===== config.mk =====
export PLATFORM = sky130hd
export DESIGN_NAME = ex_mem_stage
export DESIGN_NICKNAME = d
export VERILOG_FILES = /design/src/rtl/ex_mem_pkg.sv /design/src/rtl/cr0_gen.sv /design/src/rtl/ex_mem_stage.sv
export SDC_FILE = /design/constraint.sdc
export NUM_CORES = 1
export LEC_CHECK = 0
export CAP_MARGIN = 30
export CORE_ASPECT_RATIO = 2
export CORE_MARGIN = 2
export CORE_UTILIZATION = 39
export DETAILED_ROUTE_END_ITERATION = 10
export PLACE_DENSITY_LB_ADDON = 0.08
export SLEW_MARGIN = 20
export SYNTH_ARGS = -nofsm -noshare
export SYNTH_HDL_FRONTEND = slang
export SYNTH_HIERARCHICAL = 1
export SYNTH_SLANG_ARGS = --single-unit

===== constraint.sdc =====
create_clock -name clk -period 6.2 [get_ports clk]
set_input_delay 0.62 -clock clk [delete_from_list [all_inputs] [get_ports clk]]
set_output_delay 0.62 -clock clk [all_outputs]
set_load 0.005 [all_outputs]

===== src/rtl/ex_mem_pkg.sv =====
// ----------------------------------------------------------------------------
// ex_mem_pkg
// Shared types and constants for the execute -> memory pipeline register.
//
// Contents:
//   XLEN_DEF / RA_W_DEF  widths the payload struct is built with; the
//                        ex_mem_stage parameters must be left at these values.
//   CR0_LT..CR0_SO       bit positions inside the 4-bit CR0 field {LT,GT,EQ,SO}.
//   ex_mem_payload_t     everything carried from execute to memory.
// ----------------------------------------------------------------------------
package ex_mem_pkg;

  localparam int XLEN_DEF = 64;
  localparam int RA_W_DEF = 5;

  // CR0 bit indices within m_cr0.
  localparam int CR0_LT = 3;
  localparam int CR0_GT = 2;
  localparam int CR0_EQ = 1;
  localparam int CR0_SO = 0;

  typedef struct packed {
    logic [XLEN_DEF-1:0] result;
    logic [RA_W_DEF-1:0] rt;
    logic                reg_we;
    logic                mem_rd;
    logic                mem_wr;
    logic [XLEN_DEF-1:0] st_data;
    logic [3:0]          cr0;
    logic                cr0_we;
  } ex_mem_payload_t;

endpackage


===== src/rtl/cr0_gen.sv =====
// ----------------------------------------------------------------------------
// cr0_gen
// Combinational CR0 and next-summary-overflow generation for one instruction.
//
// Ports:
//   res_msb   in   sign bit of the ALU result
//   alu_zero  in   ALU result is zero
//   alu_ovf   in   ALU signed overflow
//   oe        in   overflow-enable form (instruction updates XER)
//   rc        in   record form (instruction updates CR0)
//   xer_so    in   current architectural XER[SO]
//   so_n      out  XER[SO] as it will be after this instruction
//   cr0       out  {LT,GT,EQ,SO}; all zero when rc=0
// ----------------------------------------------------------------------------
module cr0_gen (
  input  logic       res_msb,
  input  logic       alu_zero,
  input  logic       alu_ovf,
  input  logic       oe,
  input  logic       rc,
  input  logic       xer_so,
  output logic       so_n,
  output logic [3:0] cr0
);
  import ex_mem_pkg::*;

  always_comb begin
    // CR0[SO] must reflect this instruction's own overflow, so it is taken
    // from the post-update summary bit rather than the registered one.
    so_n = oe ? (xer_so | alu_ovf) : xer_so;
    cr0  = 4'b0000;
    if (rc) begin
      cr0[CR0_LT] = res_msb;
      cr0[CR0_GT] = ~res_msb & ~alu_zero;
      cr0[CR0_EQ] = alu_zero;
      cr0[CR0_SO] = so_n;
    end
  end

endmodule


===== src/rtl/ex_mem_stage.sv =====
// ----------------------------------------------------------------------------
// ex_mem_stage
// Pipeline register between the 64-bit ALU (execute) and the memory stage.
// Captures the ALU result and the instruction's destination / memory-control
// fields, derives CR0 for record-form instructions and owns XER[OV]/XER[SO]
// (SO is sticky: it only clears on reset).
//
// Build option (macro EX_MEM_SKID_EN):
//   defined   - two entries (main + skid). ex_ready comes straight from a
//               flop and means "skid slot empty"; an instruction accepted
//               while main is stalled parks in skid and moves to main once
//               main drains, so order is preserved.
//   undefined - single entry; ex_ready = ~m_valid | m_ready (combinational).
//   XER and CR0 behaviour is identical in both builds.
//
// Handshake: a transfer happens on a rising edge where valid and ready are
// both high. Input accept = ex_valid & ex_ready & ~flush (flush kills only
// the instruction being offered, never held entries); output transfer =
// m_valid & m_ready. While m_valid=1 and m_ready=0 the payload is held
// stable. A simultaneous output transfer and input accept replaces the
// entry with no bubble.
//
// Ports:
//   clk, rst                     clock; asynchronous active-high reset
//   ex_valid / ex_ready / flush  upstream handshake and kill
//   alu_o, alu_ovf, alu_zero     ALU result and flags
//   rc, oe                       record / overflow-enable form bits
//   rt, reg_we, mem_rd, mem_wr,
//   st_data                      instruction fields passed downstream
//   m_valid / m_ready            downstream handshake
//   m_result .. m_st_data        registered payload
//   m_cr0, m_cr0_we              registered CR0 field and its write enable
//   xer_ov, xer_so               architectural XER bits
// ----------------------------------------------------------------------------
module ex_mem_stage #(
  parameter int XLEN = 64,
  parameter int RA_W = 5
) (
  input  logic            clk,
  input  logic            rst,
  input  logic            ex_valid,
  output logic            ex_ready,
  input  logic            flush,
  input  logic [XLEN-1:0] alu_o,
  input  logic            alu_ovf,
  input  logic            alu_zero,
  input  logic            rc,
  input  logic            oe,
  input  logic [RA_W-1:0] rt,
  input  logic            reg_we,
  input  logic            mem_rd,
  input  logic            mem_wr,
  input  logic [XLEN-1:0] st_data,
  output logic            m_valid,
  input  logic            m_ready,
  output logic [XLEN-1:0] m_result,
  output logic [RA_W-1:0] m_rt,
  output logic            m_reg_we,
  output logic            m_mem_rd,
  output logic            m_mem_wr,
  output logic [XLEN-1:0] m_st_data,
  output logic [3:0]      m_cr0,
  output logic            m_cr0_we,
  output logic            xer_ov,
  output logic            xer_so
);
  import ex_mem_pkg::*;

  ex_mem_payload_t in_p;
  ex_mem_payload_t main_q;
  logic            main_v;
  logic            accept;
  logic            out_xfer;
  logic            so_n;
  logic [3:0]      cr0_w;

  // --------------------------------------------------------------------------
  // CR0 / next-SO generation from the instruction being offered
  // --------------------------------------------------------------------------
  cr0_gen u_cr0_gen (
    .res_msb  (alu_o[XLEN-1]),
    .alu_zero (alu_zero),
    .alu_ovf  (alu_ovf),
    .oe       (oe),
    .rc       (rc),
    .xer_so   (xer_so),
    .so_n     (so_n),
    .cr0      (cr0_w)
  );

  always_comb begin
    in_p         = '0;
    in_p.result  = alu_o;
    in_p.rt      = rt;
    in_p.reg_we  = reg_we;
    in_p.mem_rd  = mem_rd;
    in_p.mem_wr  = mem_wr;
    in_p.st_data = st_data;
    in_p.cr0     = cr0_w;
    in_p.cr0_we  = rc;
  end

  assign accept   = ex_valid & ex_ready & ~flush;
  assign out_xfer = main_v & m_ready;

  // --------------------------------------------------------------------------
  // Architectural XER bits: only accepted oe-form instructions touch them.
  // --------------------------------------------------------------------------
  always_ff @(posedge clk or posedge rst) begin
    if (rst) begin
      xer_ov <= 1'b0;
      xer_so <= 1'b0;
    end else if (accept && oe) begin
      xer_ov <= alu_ovf;
      xer_so <= so_n;
    end
  end

`ifdef EX_MEM_SKID_EN
  // --------------------------------------------------------------------------
  // Two-entry build: main feeds the outputs, skid catches the one instruction
  // that may arrive after main stalls. ready_q always equals ~skid_v; it is
  // kept as its own flop so ex_ready has no path from m_ready.
  // --------------------------------------------------------------------------
  ex_mem_payload_t skid_q;
  logic            skid_v;
  logic            ready_q;

  assign ex_ready = ready_q;

  always_ff @(posedge clk or posedge rst) begin
    if (rst) begin
      main_q  <= '0;
      skid_q  <= '0;
      main_v  <= 1'b0;
      skid_v  <= 1'b0;
      ready_q <= 1'b1;
    end else if (skid_v) begin
      // Skid full means ex_ready is low, so nothing can be accepted here;
      // the only event is main draining and skid moving up behind it.
      if (out_xfer) begin
        main_q  <= skid_q;
        skid_v  <= 1'b0;
        ready_q <= 1'b1;
      end
    end else if (accept) begin
      if (main_v && !m_ready) begin
        skid_q  <= in_p;
        skid_v  <= 1'b1;
        ready_q <= 1'b0;
      end else begin
        // Main empty or draining this cycle: the new entry goes straight in.
        main_q <= in_p;
        main_v <= 1'b1;
      end
    end else if (out_xfer) begin
      main_v <= 1'b0;
    end
  end
`else
  // --------------------------------------------------------------------------
  // Single-entry build: accept whenever the slot is empty or draining.
  // --------------------------------------------------------------------------
  assign ex_ready = ~main_v | m_ready;

  always_ff @(posedge clk or posedge rst) begin
    if (rst) begin
      main_q <= '0;
      main_v <= 1'b0;
    end else if (accept) begin
      main_q <= in_p;
      main_v <= 1'b1;
    end else if (out_xfer) begin
      main_v <= 1'b0;
    end
  end
`endif

  // --------------------------------------------------------------------------
  // Registered outputs
  // --------------------------------------------------------------------------
  assign m_valid   = main_v;
  assign m_result  = main_q.result;
  assign m_rt      = main_q.rt;
  assign m_reg_we  = main_q.reg_we;
  assign m_mem_rd  = main_q.mem_rd;
  assign m_mem_wr  = main_q.mem_wr;
  assign m_st_data = main_q.st_data;
  assign m_cr0     = main_q.cr0;
  assign m_cr0_we  = main_q.cr0_we;

endmodule


# ---- After elaboration in Yosys (flattened, before gate mapping)
# Index checks and enable logic that the tools add are counted.
dict set report word_totals {
  regBits 144
  inputBits 145
  out_inout_bits 145
  elab_cells 27
}
dict set report op_classes {
  mux 4
  bitwise 10
  n_reduce_logical 2
}
# op count
set op_table {}
lappend op_table {{bitwise AND 1 bit} 4}
lappend op_table {{two-way mux 4 bit} 1}
lappend op_table {{inverter 1 bit} 4}
lappend op_table {{two-way mux 1 bit} 3}
lappend op_table {{OR 1 bit} 2}
lappend op_table {{nonzero test 2 bit} 1}
lappend op_table {{logical AND 1 bit} 1}

# ---- Depth between registers and ports, before layout
dict set report logic_depth {
  word_depth 5
  ltp_mapped 5
}

# ---- Modules after synthesis
# The synthesis kept the hierarchy.
# mod instances cells_each area_each_um2 seq_area_each_um2
set modules_own_cells {}
lappend modules_own_cells {ex_mem_stage 1 308 5391.4 3603.5}
lappend modules_own_cells {cr0_gen 1 5 33.8 0.0}

# ---- Worst setup path before layout
# Ideal clock, no wire load.
dict set report synth_timing {
  path_type {input to register}
  from {input m_ready}
  to {register main_q, in the netlist m_cr0[0]}
  t_arrival_ns 1.704
  required_ns 6.073
  path_slack_ns 4.369
  path_stages 5
  n_path_buf 2
  path_cell_list {nand2b_1 nor3b_2 buf_6 buf_6 mux2_1}
}
dict set report synth_between {
  elab_chain_cells 3
}
# item line
set synth_lines {}
lappend synth_lines {{start: declaration} ex_mem_stage.sv:55} ;# input logic m_ready,
lappend synth_lines {{OR 1 bit} ex_mem_stage.sv:164} ;# assign ex_ready = ~main_v | m_ready;
lappend synth_lines {{bitwise AND 1 bit (2 in a row)} ex_mem_stage.sv:103} ;# assign accept = ex_valid & ex_ready & ~flush;
lappend synth_lines {{end signal: assignment} ex_mem_stage.sv:171} ;# main_q <= in_p;
lappend synth_lines {{end: declaration} ex_mem_stage.sv:70} ;# ex_mem_payload_t main_q;
# Every way passes these cells.
# A chain may end at the register's enable or synchronous reset.

# ---- Worst setup path after layout
dict set report layout_timing {
  from {input m_ready}
  to {output ex_ready}
}
dict set report layout_between {
  elab_chain_cells 1
}
# item line
set layout_lines {}
lappend layout_lines {{OR 1 bit} ex_mem_stage.sv:164}
lappend layout_lines {{end: declaration} ex_mem_stage.sv:42} ;# output logic ex_ready,
# Every way passes these cells.

==> results summary <==
Clock-pin slew was measured on the worst setup and hold paths at 60 ps. Of the cells placed in the final design, the portion with a size suffix greater than 1 is 14.2%. The clock root buffer is clkbuf_16.

The signal arrival time at the worst endpoint came out at 1760 ps. During synthesis, Yosys emitted a total of 6 warnings. During I/O placement, the number of pins put on the boundary was 290. The signal on the critical path passes through clkdlybuf4s50_1 > nand2b_1 > clkdlybuf4s50_1.

The final-layout worst hold slack came out at 482 ps. The initial antenna violation count is 0. The worst hold path belongs to the class reg2reg. The starting density of the core is 39.5%. For this run, the register share of the synthesized area comes to 66.4%.

The first global-routing pass estimated 19.9 mm of wire. The slowest stage of the critical path is the clkdlybuf4s50_1 cell. The number of hold buffers added after CTS was 0. The pin count of the biggest net entering global routing came out at 142. The number of nets still failing antenna checks after routing came out at 0. For this block, the initial DRC count from the detailed router was 109.

The synthesized netlist contains 13 unique library cells. Summing internal, switching and leakage power gives 3.11 mW. Setup violations remaining at the end of the flow were counted as 0. The total of fill cells in the finished design is 1044. The peak per-stage delay on the critical path came out at 540 ps.

The max-slew violation count is 0. The DRC violations left came out at 0. Clock tree synthesis inserted a total of 17 buffers.

The x dimension of the die came out at 87.4 um. The total inserted antenna cells came out at 0. The number of iterations in the first detailed-routing pass came out at 4.

The largest vdd supply drop came out at 0.228 mV. The detail-routed net length per standard cell came out at 16.9 um. The final critical path takes up 38.4% of the cycle.

The average vias per placed instance came out at 4.84. The HPWL after detailed placement is 9.37 mm. The static leakage came out at 3.79 nW. Synthesis produced a netlist with a net count of 458. The cell that appears most often on the critical path is clkdlybuf4s50_1.

The worst slew margin relative to its limit came out at 46.2%. The worst setup path is captured at a primary output. The power density over cell area is 340 nW/um^2. The congestion estimate from routability-driven global placement came to 0.720. The TritonCTS sink count came out at 144. The final clock skew came out at 4.63 ps.

At the pin with the least slew margin, the transition time is 807 ps. The die span in y came out at 171 um. The maximum operating frequency is 0.420 GHz.

Across the run, the number of max-cap violations was 0. Global routing finished with a remaining overflow of 0. A synthesized cell averages 17.3 sq um. The maximum fanout along the worst path is 4. The number of instances in the synthesized netlist came out at 313. Compared with the post-synthesis result, the final layout area differs by 68.5%. The number of endpoints with negative hold slack in the final report came to 0. The type of the setup path with the least slack is in2out. The number of H-tree branching levels came out at 4. The count of buffers added on input and output ports is 289. The clock insertion delay at the later pin of the skew report is 410 ps.

Setup repair after global routing left no endpoint under its margin. The number of synthesized register bits is 144. The number of cells upsized or downsized after cts is 0.

Summed over all failing endpoints, the final setup total negative slack is 0 ps. The buffer depth of the longest clock path came out at 2. The post-synth design cell area came out at 5430 sq um. The clock tree from TritonCTS is built. The number of global-route vias before repair is 3776. The floorplan step defined a die boundary enclosing 14900 sq um. The worst setup path is launched from an input port. The initialized floorplan defines 61 standard-cell rows. The core area is 13700 sq um.

At the worst endpoint, the required time is 5580 ps. The number of nets in the layout is 753. Wires add up to 13.2 mm. The total number of vias came out at 3765.

The global-route usage over all layers came out at 17.6%. The shortest period the worst path allows came out at 2380 ps. The flow ran to the end, and the final reports show no timing, DRC or antenna violations. The final core utilization came out at 66.5%.

Once the clock tree was built, the setup fixing pass inserted 0 buffers.
[routing by layer]
layer	wire (um)	up-vias	track usage, %
li1	-	1690	-
met1	5140	1868	21.0
met2	6320	186	26.9
met3	1360	21	7.77
met4	343	0	8.16
met5	0	-	0
[placed cells by master (no fill, tap or decap)]
cell type,count
clkdlybuf4s50_1,289
dfrtp_1,144
mux2_1,90
mux2_2,53
clkbuf_16,17
bufinv_16,8
inv_6,3
and2_1,3
clkinv_4,2
inv_1,1
nand2b_1,1
nor3b_4,1
o21ai_0,1
nand4b_1,1
clkbuf_8,1
clkbuf_1,1
clkinv_2,1
buf_12,1
buf_4,1
a21o_1,1
nor3b_1,1
[registers in the layout, indices dropped and copies added (netlist names)]
register,flops
m_st_data,64
m_result,64
xer_ov,1
m_mem_wr,1
m_cr0,4
m_rt,5
m_reg_we,1
m_valid,1
m_cr0_we,1
xer_so,1
m_mem_rd,1
[worst max-delay path: cells and delay by family]
| family | cells | cell delay (ps) |
|---|---|---|
| buffers and inverters | 2 | 990 |
| AND/OR/NAND/NOR | 1 | 160 |
[synth_stat cells]
cell type    n  area share [%]
nand4b_1     1            0.16
buf_2        5            0.46
mux2_1      90              19
o21ai_0      1           0.092
dfrtp_1    144              66
nor3b_2      1            0.23
a21o_1       1            0.14
nor3b_1      1            0.14
nand2b_1     1            0.12
and2_1       3            0.35
mux2_2      53              11
buf_6       10             2.1
inv_1        2            0.14
[final cells by class]
class | count | area, sq um | share of cell area, %
repair buffers | 291 | 2920 | 32.0
clock buffers | 19 | 443 | 4.85
well taps | 157 | 196 | 2.15
flip-flops and latches | 144 | 3600 | 39.4
multi-input cells | 152 | 1680 | 18.4
inverters | 2 | 12.5 | 0.137
clock inverters | 13 | 280 | 3.07
[metrics by stage]
step	cell area, sq um	setup slack [ps]	cells
3_5_place_dp	8420	3530	746
4_1_cts	9140	3800	778
2_1_floorplan	5430	1710	313
6_report	9140	3820	778
3_3_place_gp	8420	3550	746
5_1_grt	9140	3780	778
[where the power goes]
part,switching [mW],total (mW),internal (mW)
Combinational,0.196,0.677,0.480
Sequential,0.0809,1.19,1.11
Clock,0.391,1.24,0.850
Total,0.668,3.11,2.44
[cells by family after synthesis]
logic type | after synthesis | synth area share (%)
AOI/OAI and AO/OA | 2 | 0.231
buffers and inverters | 17 | 2.68
DFF | 144 | 66.4
muxes | 143 | 29.7
and+or+nand+nor | 7 | 0.992
[worst paths after layout]
| check | start | endpoint | slack [ps] | depth (start not counted) |
|---|---|---|---|---|
| max | m_ready | ex_ready | 3820 | 3 |
| min | m_result[54] | m_result[54] | 480 | 1 |
| max reg2reg | m_valid | m_st_data[62] | 4250 | 4 |
| min reg2reg | m_result[54] | m_result[54] | 480 | 1 |
| max in group asynchronous | rst | m_st_data[32] | 4200 | 3 |
| min in group asynchronous | rst | m_st_data[14] | 750 | 2 |
Note: power is estimated with default switching activity, not from simulation.
